## config.mk

```make
export PLATFORM = sky130hd
export DESIGN_NAME = output_drain
export DESIGN_NICKNAME = d
export VERILOG_FILES = /design/src/rtl/output_drain.sv
export SDC_FILE = /design/constraint.sdc
export NUM_CORES = 1
export LEC_CHECK = 0
export ABC_AREA = 1
export CAP_MARGIN = 20
export CELL_PAD_IN_SITES_DETAIL_PLACEMENT = 2
export CELL_PAD_IN_SITES_GLOBAL_PLACEMENT = 2
export CORE_MARGIN = 2
export CORE_UTILIZATION = 36
export CTS_CLUSTER_DIAMETER = 40
export DETAILED_ROUTE_END_ITERATION = 6
export HOLD_SLACK_MARGIN = 0.1
export MAX_ROUTING_LAYER = met4
export PLACE_DENSITY_LB_ADDON = 0.15
export SETUP_SLACK_MARGIN = 0.1
export SKIP_LAST_GASP = 1
export SYNTH_ARGS = -nofsm -noshare
export SYNTH_HDL_FRONTEND = slang
export SYNTH_SLANG_ARGS = --single-unit
export TNS_END_PERCENT = 100
```

## constraint.sdc

```tcl
create_clock -name clk -period 3.5 [get_ports clk]
set_input_delay 0.525 -clock clk [delete_from_list [all_inputs] [get_ports clk]]
set_output_delay 0.525 -clock clk [all_outputs]
set_load 0.02 [all_outputs]
```

## src/rtl/output_drain.sv

```systemverilog
// Output stage between the convolution core and the shared buses: buffers result
// pixels in a small FIFO and streams them onto bus_1 when the host releases the buses.
module output_drain #(
  parameter int DATA_WIDTH         = 16,
  parameter int FEATURE_MAP_WIDTH  = 128,
  parameter int FEATURE_MAP_HEIGHT = 128,
  parameter int OUTPUT_NB_CHANNELS = 64,
  parameter int FIFO_DEPTH         = 8,
  parameter int CNT_WIDTH          = 32
) (
  input  logic                                  clk,
  input  logic                                  arst_n,
  input  logic                                  start,
  input  logic [CNT_WIDTH-1:0]                  expected_outputs,
  input  logic                                  in_valid,
  output logic                                  in_ready,
  input  logic [DATA_WIDTH-1:0]                 in_data,
  input  logic [$clog2(FEATURE_MAP_WIDTH)-1:0]  in_x,
  input  logic [$clog2(FEATURE_MAP_HEIGHT)-1:0] in_y,
  input  logic [$clog2(OUTPUT_NB_CHANNELS)-1:0] in_ch,
  input  logic                                  host_bus_req,
  output logic                                  dut_driving_busses,
  output logic [DATA_WIDTH-1:0]                 to_bus_1,
  output logic [DATA_WIDTH-1:0]                 to_bus_2,
  output logic [DATA_WIDTH-1:0]                 to_bus_3,
  output logic                                  output_valid,
  output logic [$clog2(FEATURE_MAP_WIDTH)-1:0]  output_x,
  output logic [$clog2(FEATURE_MAP_HEIGHT)-1:0] output_y,
  output logic [$clog2(OUTPUT_NB_CHANNELS)-1:0] output_ch,
  output logic [$clog2(FIFO_DEPTH):0]           fifo_count,
  output logic                                  done
);

  localparam int XW   = $clog2(FEATURE_MAP_WIDTH);
  localparam int YW   = $clog2(FEATURE_MAP_HEIGHT);
  localparam int CHW  = $clog2(OUTPUT_NB_CHANNELS);
  localparam int PW   = $clog2(FIFO_DEPTH);
  localparam int OCW  = PW + 1;

  localparam logic [OCW-1:0]       DEPTH_C   = OCW'(FIFO_DEPTH);
  localparam logic [OCW-1:0]       OCC_ONE   = OCW'(1);
  localparam logic [PW-1:0]        PTR_ONE   = PW'(1);
  localparam logic [CNT_WIDTH-1:0] DRAIN_MAX = {CNT_WIDTH{1'b1}};
  localparam logic [CNT_WIDTH-1:0] DRAIN_ONE = CNT_WIDTH'(1);

  typedef enum logic [1:0] {
    IDLE     = 2'd0,
    TURN_ON  = 2'd1,
    DRIVE    = 2'd2,
    TURN_OFF = 2'd3
  } state_t;

  typedef struct packed {
    logic [DATA_WIDTH-1:0] data;
    logic [XW-1:0]         x;
    logic [YW-1:0]         y;
    logic [CHW-1:0]        ch;
  } entry_t;

  entry_t                mem_r [FIFO_DEPTH];
  logic [PW-1:0]         wr_ptr_r;
  logic [PW-1:0]         rd_ptr_r;
  logic [OCW-1:0]        count_r;
  logic [OCW-1:0]        count_next_s;
  logic                  in_ready_r;

  state_t                state_r;
  state_t                next_state_s;
  logic                  drive_r;
  logic                  valid_r;
  logic [DATA_WIDTH-1:0] bus1_r;
  logic [XW-1:0]         x_r;
  logic [YW-1:0]         y_r;
  logic [CHW-1:0]        ch_r;

  logic [CNT_WIDTH-1:0]  expected_r;
  logic [CNT_WIDTH-1:0]  drained_r;
  logic [CNT_WIDTH-1:0]  drained_inc_s;
  logic                  done_r;
  logic                  fired_r;

  logic                  push_s;
  logic                  pop_s;
  logic                  has_data_s;
  entry_t                head_s;

  assign push_s        = in_valid && in_ready_r;
  assign has_data_s    = (count_r != {OCW{1'b0}});
  assign pop_s         = (state_r == DRIVE) && (next_state_s == DRIVE);
  assign head_s        = mem_r[rd_ptr_r];
  assign drained_inc_s = (drained_r == DRAIN_MAX) ? DRAIN_MAX : (drained_r + DRAIN_ONE);

  // Bus turnaround sequencing; host request always wins over draining.
  always_comb begin
    next_state_s = state_r;
    case (state_r)
      IDLE: begin
        if (has_data_s && !host_bus_req) next_state_s = TURN_ON;
        else                             next_state_s = IDLE;
      end
      TURN_ON: next_state_s = DRIVE;
      DRIVE: begin
        if (has_data_s && !host_bus_req) next_state_s = DRIVE;
        else                             next_state_s = TURN_OFF;
      end
      TURN_OFF: next_state_s = IDLE;
      default:  next_state_s = IDLE;
    endcase
  end

  // Next FIFO occupancy.
  always_comb begin
    count_next_s = count_r;
    if (push_s && !pop_s)      count_next_s = count_r + OCC_ONE;
    else if (pop_s && !push_s) count_next_s = count_r - OCC_ONE;
    else                       count_next_s = count_r;
  end

  // FIFO storage, pointers and occupancy; ready is registered so it is low in reset.
  always_ff @(posedge clk or negedge arst_n) begin
    if (!arst_n) begin
      for (int i = 0; i < FIFO_DEPTH; i++) mem_r[i] <= '0;
      wr_ptr_r   <= {PW{1'b0}};
      rd_ptr_r   <= {PW{1'b0}};
      count_r    <= {OCW{1'b0}};
      in_ready_r <= 1'b0;
    end else begin
      if (push_s) begin
        mem_r[wr_ptr_r] <= '{data: in_data, x: in_x, y: in_y, ch: in_ch};
        wr_ptr_r        <= wr_ptr_r + PTR_ONE;
      end
      if (pop_s) rd_ptr_r <= rd_ptr_r + PTR_ONE;
      count_r    <= count_next_s;
      in_ready_r <= (count_next_s < DEPTH_C);
    end
  end

  // FSM state with registered bus enable and output beat.
  always_ff @(posedge clk or negedge arst_n) begin
    if (!arst_n) begin
      state_r <= IDLE;
      drive_r <= 1'b0;
      valid_r <= 1'b0;
      bus1_r  <= {DATA_WIDTH{1'b0}};
      x_r     <= {XW{1'b0}};
      y_r     <= {YW{1'b0}};
      ch_r    <= {CHW{1'b0}};
    end else begin
      state_r <= next_state_s;
      drive_r <= (next_state_s == TURN_ON) || (next_state_s == DRIVE);
      valid_r <= pop_s;
      if (pop_s) begin
        bus1_r <= head_s.data;
        x_r    <= head_s.x;
        y_r    <= head_s.y;
        ch_r   <= head_s.ch;
      end else begin
        bus1_r <= {DATA_WIDTH{1'b0}};
      end
    end
  end

  // Layer progress: count delivered beats and fire done once per start.
  always_ff @(posedge clk or negedge arst_n) begin
    if (!arst_n) begin
      expected_r <= {CNT_WIDTH{1'b0}};
      drained_r  <= {CNT_WIDTH{1'b0}};
      done_r     <= 1'b0;
      fired_r    <= 1'b0;
    end else if (start) begin
      expected_r <= expected_outputs;
      drained_r  <= {CNT_WIDTH{1'b0}};
      done_r     <= 1'b0;
      fired_r    <= 1'b0;
    end else if (valid_r) begin
      drained_r <= drained_inc_s;
      if (!fired_r && (expected_r != {CNT_WIDTH{1'b0}}) && (drained_inc_s == expected_r)) begin
        done_r  <= 1'b1;
        fired_r <= 1'b1;
      end else begin
        done_r <= 1'b0;
      end
    end else begin
      done_r <= 1'b0;
    end
  end

  assign in_ready           = in_ready_r;
  assign dut_driving_busses = drive_r;
  assign output_valid       = valid_r;
  assign to_bus_1           = bus1_r;
  assign to_bus_2           = {DATA_WIDTH{1'b0}};
  assign to_bus_3           = {DATA_WIDTH{1'b0}};
  assign output_x           = x_r;
  assign output_y           = y_r;
  assign output_ch          = ch_r;
  assign fifo_count         = count_r;
  assign done               = done_r;

endmodule

```

# Word-level counts from Yosys, hierarchy flattened
# Index checks and enable logic that the tools add are counted.
# Widths: inputs -> output; s select.
[totals]
n_memories = 0
latchBits = 0
regBits = 405
output_inout_bits = 76
elab_cells = 105
rom_bits = 0
ramBits = 0
[op_classes]
n_reduce_logical = 19
n_mux = 21
shift = 0
eq_ne = 7
div = 0
mul = 0
n_bitwise = 2
n_lt_le_gt_ge = 4
add_sub_neg = 5
[ops]
columns = ["operator", "n"]
rows = [
  ["$bwmux 288", 1],
  ["$bmux 36 s3", 1],
  ["$demux 36 s3", 1],
  ["$mux 36", 3],
  ["$mux 32", 3],
  ["$add 32x1->32 const B", 1],
  ["$eq 32x32->1", 1],
  ["$eq 32x32->1 const B", 1],
  ["$reduce_bool 32->1", 1],
  ["$mux 16", 1],
  ["$ge 4x4->1 const B", 2],
  ["$logic_and 1x1->1", 8],
  ["$mux 1", 8],
  ["$mux 4", 2],
  ["$not 3->4", 2],
  ["$pmux 2 s4", 1],
  ["$add 3x1->3 const B", 2],
  ["$eq 2x2->1 const B", 3],
  ["$add 4x1->4 const B", 1],
  ["$eq 2x1->1 const B", 2],
  ["$logic_not 1->1", 4],
  ["$lt 4x1->1 const B", 1],
  ["$lt 4x4->1 const B", 1],
  ["$reduce_bool 2->1", 2],
  ["5 further kinds", 5],
]

# Depth between registers and ports, before layout
[logic_depth]
word_depth = 10
mapped_depth = 18
mapped_depth_nobuf = 17

# Least setup slack after synthesis
# OpenSTA, ideal clock, no wires.
[synth_path]
kind = "register to register"
from = "reg count_r[0], in the netlist fifo_count[0]"
to = "reg in_ready_r, in the netlist in_ready"
slack_ps = 663
arrival_ps = 2716
path_stages_with_launch = 16
synth_period_minus_slack_ps = 2837
path_buffers = 2
required_ps = 3379
setup_ps = 121
cell_sequence = "dfrtp_1 > inv_1 > ha_1 > nand2_1 > o21bai_1 > o21ai_0 > ha_1 > nand2_1 > clkbuf_1 > clkbuf_1 > ha_1 > inv_1 > nand2_1 > o41ai_1 > xor2_1 > inv_1"
[synth_via]
elab_chain_cells = 10
[synth_lines]
columns = ["element", "line_no", "source"]
rows = [
  ["from (decl)", "63", "logic [OCW-1:0] count_r;"],
  ["from (signal assigned)", "125", "count_r <= {OCW{1'b0}};"],
  ["from (signal assigned)", "133", "count_r <= count_next_s;"],
  ["$reduce_bool 4->1", "88", "assign has_data_s = (count_r != {OCW{1'b0}});"],
  ["$logic_and 1x1->1", "98, 103", ""],
  ["$mux 1 (on tied branches)", "103, 98", ""],
  ["$pmux 2 s4", "96", "case (state_r)"],
  ["$eq 2x2->1", "89", "assign pop_s = (state_r == DRIVE) && (next_state_s == DRIVE);"],
  ["$logic_and 1x1->1", "89", ""],
  ["$logic_and 1x1->1 / $logic_not 1->1 (equally long branches)", "115, 114", ""],
  ["$mux 4 / $logic_and 1x1->1 (equally long branches)", "115, 114", ""],
  ["$mux 4 (*)", "114", "if (push_s && !pop_s) count_next_s = count_r + OCC_ONE;"],
  ["named net count_next_s[3]", "64", "logic [OCW-1:0] count_next_s;"],
  ["$lt 4x4->1 (*)", "134", "in_ready_r <= (count_next_s < DEPTH_C);"],
  ["to (signal assigned)", "134", ""],
  ["to (decl)", "65", "logic in_ready_r;"],
]
# The timed path passes the listed nets; every way through them passes the cells marked *.
# A chain may end at the register's enable or synchronous reset.

# Final worst setup path
[layout_path]
from = "reg drained_r[0]"
to = "reg done_r, in the netlist done"
[layout_via]
elab_chain_cells = 7
[layout_lines]
columns = ["element", "line_no", "source"]
rows = [
  ["from (decl)", "77", "logic [CNT_WIDTH-1:0] drained_r;"],
  ["from (signal assigned)", "167", "drained_r <= {CNT_WIDTH{1'b0}};"],
  ["from (signal assigned)", "172", "drained_r <= {CNT_WIDTH{1'b0}};"],
  ["from (signal assigned)", "176", "drained_r <= drained_inc_s;"],
  ["$add 32x1->32 / $eq 32x32->1 (equally long branches)", "91", "assign drained_inc_s = (drained_r == DRAIN_MAX) ? DRAIN_MAX : (drained_r + DRAIN_ONE);"],
  ["$mux 32 (*)", "91", ""],
  ["$eq 32x32->1 (*)", "177", "if (!fired_r && (expected_r != {CNT_WIDTH{1'b0}}) && (drained_inc_s == expected_r)) begin"],
  ["$logic_and 1x1->1 (*)", "177", ""],
  ["$mux 1 (*)", "177", ""],
  ["$mux 1 (*)", "175", "end else if (valid_r) begin"],
  ["$mux 1 (*)", "170", "end else if (start) begin"],
  ["to (signal assigned)", "173", "done_r <= 1'b0;"],
  ["to (signal assigned)", "178", "done_r <= 1'b1;"],
  ["to (signal assigned)", "181", "done_r <= 1'b0;"],
  ["to (decl)", "79", "logic done_r;"],
]
# Mark *: on every way between the ends. The rest lies on a longest branch, timed or not.

==> flow_summary_export.csv <==
group,metric,value,unit
timing,final.setup_skew,0.0249,ns
routing,routed_wl,68200,um
timing,tns,0,ns
power,ir_drop,649,uV
die,rows,83,
clocking,clockBufferDepth,3,
timing,setup_viol,0,
power,p_clk_frac,0.366,
grt,grt_max_degree,74,
cells_and_area,final_common_cell,"nand2_1",
grt,grt.overflow.total,0,
min_path,hold_path.class,"input port to register",
power,comb_power_share,0.298,
yosys,async_flop_share,1.00,
die,die_area,53800,um2
cells_and_area,diodes,0,
run,max_cap_viol_count,0,
setup_path,arrival,3.32,ns
placed_design,port_buffers,116,
yosys,yosys.area.top_type,"dfrtp_1",
placed_design,gp_congestion,0.861,
clocking,htreeDepth,3,
routing,vias_per_cell,5.39,
die,ios,149,
clocking,clk_latency,0.61,ns
grt,antenna_found_initial,0,
clocking,cts_resized,0,
clocking,cts_sinks,405,
timing,finalCriticalPeriod,2.77,ns
outcome,status,"finished, final reports clean",
grt,grt_pass1_vias,18980,
timing,hold_viol,0,
power,p_int,0.0145,W
min_path,hold_depth,3,
cells_and_area,areaGrowthSynthToFinish,25.5,%
die,fp.dieH,232,um
grt,grt_pass1_wl,110000,um
setup_path,crit_type,"register to register",
setup_path,worstSetupStartpointType,"register",
routing,antenna_left,0,
power,total_power,0.0226,W
yosys,synth-seq-cells,405,
clocking,cts_tree,"built",
yosys,yosys.cell_types.count,38,
clocking,cts_made_buffers,80,
setup_path,required,4.05,ns
routing,vias,16645,
power,p_switching,0.00815,W
yosys,synth_cells,2249,
timing,max_freq,361,MHz
yosys,yosys-top-cells-area,"dfrtp_1, o21ai_0, nand2_1",
power,leakage,10.9,nW
cells_and_area,drive_above_1_share,0.0954,
setup_path,reg2reg_depth,17,
cells_and_area,layout_common_cells,"nand2_1, o21ai_0, dfrtp_1, nor2_1, inv_1",
timing,finalCritPeriodShare,0.792,
yosys,synth_warnings,0,
yosys,syn_area_per_cell,8.32,um2
die,design.core.area,51300,um2
timing,tightest_slew,0.931,ns
placed_design,dp_hpwl,40800,um
routing,wl_per_cell,22.1,um
yosys,syn-cell-area,18700,um2
yosys,synth_ff_type,"dfrtp_1",
grt,grtUsageTotal,0.270,
die,die_w,232,um
yosys,ys_seq_area_frac,0.542,
die,initial_utilization,0.365,
yosys,yosysTopAreaCellShare,0.542,
clocking,path_clk_slew,0.05,ns
routing,firstDrtPassIters,4,
setup_path,cp-end-kind,"register",
setup_path,cp_max_fo,29,
cells_and_area,finalNetCount,2432,
yosys,synth-edff-count,0,
power,power.density,965,nW/um2
power,p_seq_frac,0.336,
timing,slew_viol_final,0,
routing,drt_iter0_drc,769,
power,power.share.switching,0.360,
clocking,cts_root_buf,"clkbuf_16",
timing,rsz0062_at_grt,"no",
timing,max_slew_margin,0.379,
routing,drc,0,
-- sequential cells by signal, summed over array words and instances (netlist names) --
register and count:
in_ready 1, dut_driving_busses 1, wr_ptr_r 3, fired_r 1, fifo_count 4, state_r 2
done 1, rd_ptr_r 3, to_bus_1 16, expected_r 32, output_valid 1, output_ch 6
mem_r 288, drained_r 32, output_y 7, output_x 7
-- cells in the mapped netlist, drive strengths merged, types with 3 or more instances --
| cell | count |
|---|---|
| a21oi | 4 |
| buf | 45 |
| clkbuf | 119 |
| clkinv | 3 |
| dfrtp | 405 |
| ha | 10 |
| inv | 132 |
| nand2 | 590 |
| nand3 | 65 |
| nand4 | 16 |
| nor2 | 227 |
| nor3 | 18 |
| o211ai | 15 |
| o21ai | 493 |
| o221a | 32 |
| o221ai | 25 |
| o22ai | 24 |
| xor2 | 16 |
-- layer usage --
layer | track usage | vias to the layer above | part of all wire
met4 | 0.0735 | 0 | 0.022
met3 | 0.0437 | 124 | 0.034
met1 | 0.348 | 8613 | 0.45
met5 | - | - | 0
met2 | 0.441 | 281 | 0.49
li1 | - | 7627 | -
-- per-stage QoR --
step	setup WS (ns)	cell area, um2	hold WS, ns	utilization	std cells
6_report	0.727	23500	0.341	0.458	3090
2_1_floorplan	0.663	18800	0.229	-	2280
4_1_cts	0.745	23500	0.313	0.458	3090
3_5_place_dp	0.621	20600	0.468	0.401	2946
3_3_place_gp	0.769	20600	0.461	0.401	2946
5_1_grt	0.423	23500	0.360	0.458	3090
-- layout make-up --
type                       instances  area, um2
fill                            5558      27800
sequential                       405      10100
multi-input combinational       1576       7450
clock buffer                      98       2230
timing repair buffer             151       1630
tap                              680        851
clock inverter                    45        669
inverter                         135        509
-- kinds of logic after synthesis --
kind of cell,Yosys count,share of synthesized area
and+or+nand+nor,919,0.196
adders and majority gates,10,0.00669
DFF,405,0.542
other,1,0.000200
buffers and inverters,299,0.0674
AOI/OAI and AO/OA,598,0.180
xor gates and xnor gates,17,0.00796
-- repair_timing --
action,in CTS,in global routing
hold buffers,1,0
hold endpoints to repair,62,0
setup buffers,0,0
-- critical path, stage by stage, from the launching register on --
cell and delay (ns):
dfrtp_1 0.41, ha_1 0.23, nand2_2 0.08, nor2_4 0.20, nand2_4 0.11, nor2_8 0.19
nand2_2 0.41, nand2_1 0.22, inv_1 0.08, nand2_1 0.07, nand2_1 0.05, nor2_1 0.10
nand2_1 0.09, nor2_1 0.15, nand2_1 0.07, nor2_1 0.10, nand2_1 0.09, inv_1 0.06
-- power by group through the flow --
stage / Clock [W] / Sequential [W] / Combinational, W
floorplan: 0 / 0.00743 / 0.00409
global placement: 0 / 0.00751 / 0.00631
detailed placement: 0 / 0.00763 / 0.00667
CTS: 0.00844 / 0.00762 / 0.00684
global route: 0.00865 / 0.00784 / 0.00762
finish: 0.00829 / 0.00761 / 0.00674
-- path summary, 6_finish.rpt --
| path | startpoint | to | slack [ns] |
|---|---|---|---|
| min reg2reg | output_y[3] | output_y[3] | 0.47 |
| max in group asynchronous | arst_n | mem_r[267] | 2.04 |
| max | drained_r[0] | done | 0.73 |
| max reg2reg | drained_r[0] | done | 0.73 |
| min in group asynchronous | arst_n | fifo_count[3] | 0.51 |
| min | start | expected_r[29] | 0.34 |
Note: power is estimated with default switching activity, not from simulation.
